$ cat src/rtl/vec_lane_sched.sv
// Four-lane vector ALU sequencer: latches the op config, strobes the active lanes,
// captures each lane result on done and drains the results round-robin to the register file.
//
// state   | meaning
// --------+----------------------------------------------------------
// S_IDLE  | waiting for start; config outputs hold the last operation
// S_RUN   | lanes running; results captured and written back as they land
// S_DRAIN | every lane has finished; emptying the holding buffers
// S_FIN   | one-cycle op_done pulse, then back to S_IDLE
module vec_lane_sched #(
  parameter int VLEN   = 128,
  parameter int NLANES = 4
) (
  input  logic        clk,
  input  logic        resetn,
  input  logic        start,
  input  logic [1:0]  nb_lanes_in,
  input  logic [5:0]  opcode_in,
  input  logic [2:0]  vsew_in,
  input  logic [2:0]  op_type_in,
  output logic [1:0]  nb_lanes,
  output logic [5:0]  opcode,
  output logic [2:0]  vsew,
  output logic [2:0]  op_type,
  output logic        run0,
  output logic        run1,
  output logic        run2,
  output logic        run3,
  input  logic        done0,
  input  logic        done1,
  input  logic        done2,
  input  logic        done3,
  input  logic [63:0] vd0,
  input  logic [63:0] vd1,
  input  logic [63:0] vd2,
  input  logic [63:0] vd3,
  input  logic [9:0]  regi0,
  input  logic [9:0]  regi1,
  input  logic [9:0]  regi2,
  input  logic [9:0]  regi3,
  output logic        wb_valid,
  input  logic        wb_ready,
  output logic [63:0] wb_data,
  output logic [9:0]  wb_idx,
  output logic [1:0]  wb_lane,
  output logic        busy,
  output logic        op_done
);

  // An unsupported geometry leaves the write-back port permanently idle.
  localparam bit CFG_OK = (NLANES == 4) && (VLEN >= 64);

  typedef enum logic [1:0] {S_IDLE, S_RUN, S_DRAIN, S_FIN} state_t;

  state_t      r_state;
  logic [3:0]  r_pending;
  logic [3:0]  r_hvalid;
  logic [63:0] r_hdata [4];
  logic [9:0]  r_hidx  [4];
  logic [1:0]  r_rr_ptr;
  logic        r_locked;
  logic [1:0]  r_lock_lane;
  logic [1:0]  r_nb_lanes;
  logic [5:0]  r_opcode;
  logic [2:0]  r_vsew;
  logic [2:0]  r_op_type;

  logic [3:0]  w_done;
  logic [63:0] w_vd   [4];
  logic [9:0]  w_regi [4];
  logic [3:0]  w_start_mask;
  logic [3:0]  w_capture;
  logic [3:0]  w_clr;
  logic [3:0]  w_pending_nx;
  logic [3:0]  w_hvalid_nx;
  logic        w_active;
  logic        w_wb_valid;
  logic        w_hs;
  logic [1:0]  w_probe;
  logic [1:0]  w_rr_grant;
  logic [1:0]  w_grant;

  assign w_done    = {done3, done2, done1, done0};
  assign w_vd[0]   = vd0;
  assign w_vd[1]   = vd1;
  assign w_vd[2]   = vd2;
  assign w_vd[3]   = vd3;
  assign w_regi[0] = regi0;
  assign w_regi[1] = regi1;
  assign w_regi[2] = regi2;
  assign w_regi[3] = regi3;

  always_comb begin
    w_start_mask = '0;
    for (int i = 0; i < 4; i++) begin
      w_start_mask[i] = (2'(i) <= nb_lanes_in);
    end
  end

  // Scan from the farthest lane back toward rr_ptr so the nearest valid lane wins.
  always_comb begin
    w_rr_grant = r_rr_ptr;
    w_probe    = '0;
    for (int k = 3; k >= 0; k--) begin
      w_probe = r_rr_ptr + 2'(k);
      if (r_hvalid[w_probe]) w_rr_grant = w_probe;
    end
  end

  assign w_active     = CFG_OK && ((r_state == S_RUN) || (r_state == S_DRAIN));
  assign w_wb_valid   = w_active && (r_hvalid != 4'd0);
  assign w_grant      = r_locked ? r_lock_lane : w_rr_grant;
  assign w_hs         = w_wb_valid && wb_ready;
  assign w_capture    = (r_state == S_RUN) ? (w_done & r_pending) : 4'd0;
  assign w_clr        = w_hs ? (4'b0001 << w_grant) : 4'd0;
  assign w_pending_nx = r_pending & ~w_capture;
  assign w_hvalid_nx  = (r_hvalid & ~w_clr) | w_capture;

  always_ff @(posedge clk or negedge resetn) begin
    if (!resetn) begin
      r_state     <= S_IDLE;
      r_pending   <= '0;
      r_hvalid    <= '0;
      r_rr_ptr    <= '0;
      r_locked    <= 1'b0;
      r_lock_lane <= '0;
      r_nb_lanes  <= '0;
      r_opcode    <= '0;
      r_vsew      <= '0;
      r_op_type   <= '0;
      for (int i = 0; i < 4; i++) begin
        r_hdata[i] <= '0;
        r_hidx[i]  <= '0;
      end
    end else begin
      if (w_hs) r_rr_ptr <= w_grant + 2'd1;

      // Freeze the grant while the register file stalls so a newly captured lane cannot preempt it.
      if (w_hs) begin
        r_locked <= 1'b0;
      end else if (w_wb_valid) begin
        r_locked    <= 1'b1;
        r_lock_lane <= w_grant;
      end

      for (int i = 0; i < 4; i++) begin
        if (w_capture[i]) begin
          r_hdata[i] <= w_vd[i];
          r_hidx[i]  <= w_regi[i];
        end
      end

      case (r_state)
        S_IDLE: begin
          if (start) begin
            r_nb_lanes <= nb_lanes_in;
            r_opcode   <= opcode_in;
            r_vsew     <= vsew_in;
            r_op_type  <= op_type_in;
            r_pending  <= w_start_mask;
            r_hvalid   <= '0;
            r_locked   <= 1'b0;
            r_state    <= S_RUN;
          end
        end
        S_RUN: begin
          r_pending <= w_pending_nx;
          r_hvalid  <= w_hvalid_nx;
          if (w_pending_nx == 4'd0) begin
            r_state <= (w_hvalid_nx == 4'd0) ? S_FIN : S_DRAIN;
          end
        end
        S_DRAIN: begin
          r_hvalid <= w_hvalid_nx;
          if (w_hvalid_nx == 4'd0) r_state <= S_FIN;
        end
        S_FIN: begin
          r_state <= S_IDLE;
        end
        default: r_state <= S_IDLE;
      endcase
    end
  end

  assign nb_lanes = r_nb_lanes;
  assign opcode   = r_opcode;
  assign vsew     = r_vsew;
  assign op_type  = r_op_type;
  assign run0     = r_pending[0];
  assign run1     = r_pending[1];
  assign run2     = r_pending[2];
  assign run3     = r_pending[3];
  assign wb_valid = w_wb_valid;
  assign wb_data  = w_wb_valid ? r_hdata[w_grant] : 64'd0;
  assign wb_idx   = w_wb_valid ? r_hidx[w_grant]  : 10'd0;
  assign wb_lane  = w_wb_valid ? w_grant          : 2'd0;
  assign busy     = (r_state != S_IDLE);
  assign op_done  = (r_state == S_FIN);

endmodule

$ cat config.mk
export PLATFORM = sky130hd
export DESIGN_NAME = vec_lane_sched
export DESIGN_NICKNAME = d
export VERILOG_FILES = /design/src/rtl/vec_lane_sched.sv
export SDC_FILE = /design/constraint.sdc
export NUM_CORES = 1
export LEC_CHECK = 0
export ABC_AREA = 1
export CAP_MARGIN = 5
export CORE_ASPECT_RATIO = 1.25
export CORE_MARGIN = 1.5
export CORE_UTILIZATION = 49
export DETAILED_ROUTE_END_ITERATION = 7
export PLACE_DENSITY_LB_ADDON = 0.25
export SYNTH_ARGS = -nofsm -noshare
export SYNTH_HDL_FRONTEND = slang
export SYNTH_SLANG_ARGS = --single-unit
$ cat constraint.sdc
create_clock -name clk -period 3.35 [get_ports clk]
set_clock_uncertainty 0.05 [all_clocks]
set_input_delay 0.8375 -clock clk [delete_from_list [all_inputs] [get_ports clk]]
set_output_delay 0.8375 -clock clk [all_outputs]
set_load 0.02 [all_outputs]
==> metrics.txt <==
count of port buffers added during placement 414; max_slew headroom 0.4922; highest metal layer used by the detailed router met4; maximum number of pins on one net before global-route repair 90; sequential group share of total power 0.267; area enclosed by the die boundary 31,410 um2; Combinational Power Share 0.577; flop and latch count out of synthesis ~330; Worst Hold Class in2async; Max Root-Sink Buffers 3; x dimension of the die 158.8 um; drt drc 0; met3 wirelength from detailed routing 4003 um; Setup CP Type reg2out; metal2 WL 25,960 um; Net Switching between 10,000 and 15,000 uW; number of nets produced by synthesis 2,264; H-tree levels 2; half-perimeter wire length after detailed placement around 34,000 um; internal power roughly 14,000 uW; startpoint type of the worst setup path flip-flop; clock tree from TritonCTS yes; combined area of all synthesized cells 14,870 um2; most frequent standard cell in the layout excluding fill and tap cells sky130_fd_sc_hd__nand2_1; global-route wire length before repair a little under 80,000 um; total placed cells including tap cells between 2,000 and 3,000; average via count per standard cell 5.349; Syn-to-layout area delta 47.32%; transition at the pin with the smallest max-transition slack roughly 0.76 ns; Die Y 197.8 um; largest driver fanout on the critical path 8; Routability Congestion 0.9143; number of I/O pins 415; clock transition time at the flip-flop clock pins of the worst setup and hold paths ~0.06 ns; Final min period between 3 and 4 ns; Synth Area per Inst 7.657 um2; area occupied by registers 8135 um2; min setup slack post-route -0.4665 ns; post-route total power 25,700 uW; critical path cell sequence buf_6 > inv_8 > nand2_4 > nand2_2 > nand2_2 > nand2_1 > nand2_1 > nand2_2 > nand3_2 > nand3_4 > nand2_4 > buf_12 > nor2_4 > buf_12 > buf_12 > nand2_1 > a31oi_2 > buf_4; Std-Cell Rows 71; count of endpoints failing setup in the final report 74; gate count after technology mapping slightly below 2,000; standard cell core area 29,940 um2; WL met1 20,090 um; Crit path arrival time 2.93 ns; number of hold violations in the final report 0; Sink Count 325; most used cells in the layout excluding fill and tap cells sky130_fd_sc_hd__nand2_1 (1,026), sky130_fd_sc_hd__clkdlybuf4s50_1 (336), sky130_fd_sc_hd__dfrtp_1 (323), sky130_fd_sc_hd__nor2_1 (163), sky130_fd_sc_hd__buf_4 (104); upper clock frequency limit 262.0 MHz; count of TritonRoute iterations in the first routing pass 6; part of the Yosys area used for sequential elements 0.5469; Final Routed Wirelength 53,250 um; via total after detailed routing 15,079; number of pins exceeding their max-slew limit in the final report 0; footprint of the multi-input gates 6658 um2; Synthesis Warnings 0; GRT overflow 0; Critical Path Slowest Stage Cell sky130_fd_sc_hd__dfrtp_2; setup slack of the worst register-to-register path 0.61 ns; Net Sw Frac 0.4459; Max VDD drop 757.2 uV; beginning of the worst register-to-register path r_state[1]; initial drt markers 1,265; RSZ-0062 raised after global routing yes; power share of the clock group 0.156; power density normalized to cell area 1173 nW/um2; leakage 0.01075 uW; worst-case hold slack 0.2726 ns; fraction of final layout cells with drive strength greater than 1 0.1532; required time of the critical path 2.46 ns; vias in the first global route between 10,000 and 15,000; max-cap violations 0; Critical Path Max Stage Delay 0.43 ns; violations in the final reports negative setup slack; Initial Utilization 0.4967; worst setup slack after placement -0.3502 ns; Final #Nets 2,702; Detail Route Antenna Nets 0; buffer cell driving the clock tree root sky130_fd_sc_hd__clkbuf_16; clock latency reported for the late side of the worst-skew pair roughly 0.50 ns; share of the clock period used by the worst path 1.139; status finished, violations left; post-synth cell types 30; capture instance of the worst register-to-register path r_state[1]; number of cells in the finished layout apart from fillers around 2,800; routed length per placed instance around 19 um; crit path capture type output port; fillers 2,335; TritonCTS buffer count 35; GRT Util Overall 0.3182; depth of the worst register-to-register path 16; Final Util 0.7318; number of antenna violations at the first check in global routing 16
[what timing repair did]
action / 4_1_cts / 5_1_grt
gates cloned: 1 / 8
hold buffers: 0 / 0
pin swaps: 2 / 58
setup endpoints to repair: 77 / 77
resized for setup: 334 / 274
buffers inserted: 3 / 15
[synth_stat cells (all sizes together)]
cell	count	area [um2]
a31oi	78	488.0
clkbuf	69	259.0
buf	46	279.0
o21a	1	7.510
nand3	23	137.6
o21ai	89	445.4
dfrtp	325	8133
inv	28	115.1
nor2	165	629.4
o211ai	1	7.510
nand2	1092	4114
clkinv	1	3.750
ha	4	50.05
nand4	2	12.51
o41ai	1	16.27
mux2	14	157.7
a21oi	3	15.01
[logic make-up after synthesis]
| logic type | synth area share |
|---|---|
| flip-flops | 0.5469 |
| multiplexers | 0.01060 |
| adder cells (fa/ha/maj) | 0.003366 |
| AND/OR/NAND/NOR | 0.3291 |
| AO/OA/AOI/OAI | 0.06588 |
| buffers and inverters | 0.04417 |
[per-layer routing]
layer	vias to the layer above	global-route usage
li1	6938	-
met1	7222	0.3891
met2	741	0.5312
met3	178	0.05823
met4	0	0.1855
met5	-	0
[power by group through the flow]
stage,sequential (uW),clock (uW),combinational [uW]
floorplan,6590,0,7240
global placement,6710,0,12400
detailed placement,6770,0,12600
CTS,6750,4040,12700
global route,7020,4200,15900
finish,6850,4020,14800
[critical path: cells and delay by family, from the launching register on]
kind | cells | cell delay, ns
flops | 1 | 0.43
buf+inv | 6 | 0.88
simple gates | 11 | 0.87
compound gates | 1 | 0.24
[per-stage QoR]
stage          instance area, um2  TNS (ns)
6_report                    21910    -28.19
5_1_grt                     21910    -36.24
4_1_cts                     21090    -26.69
3_5_place_dp                19890    -18.94
3_3_place_gp                19890    -18.69
2_1_floorplan               14870         0
[worst max-delay path by stage]
stage | from | endpoint | slack, ns | cells after the start
finish | r_rr_ptr[0] | wb_data[17] | -0.47 | 18
global route | r_rr_ptr[0] | wb_data[40] | -0.57 | 20
CTS | r_rr_ptr[0] | wb_data[1] | -0.48 | 18
detailed placement | r_rr_ptr[0] | wb_data[35] | -0.35 | 16
global placement | r_rr_ptr[0] | wb_data[35] | -0.39 | 18
floorplan | r_rr_ptr[0] | wb_data[10] | 0.40 | 18
[cell type report]
type | count | share of cell area
inverters | 29 | 0.005768
diodes | 16 | 0.001828
flip-flops and latches | 325 | 0.3714
clock buffers | 47 | 0.04580
well taps | 401 | 0.02290
multi-input cells | 1473 | 0.3039
clock inverters | 12 | 0.007539
repair buffers | 516 | 0.2409
[flip-flops by register name (all words and copies together) (netlist names)]
register,flops
r_lock_lane,2
op_type,3
vsew,3
r_hvalid,4
r_hidx,40
nb_lanes,2
opcode,6
r_pending,4
r_locked,1
r_rr_ptr,2
r_hdata,256
r_state,2
Power figures use the tool's default switching activity.
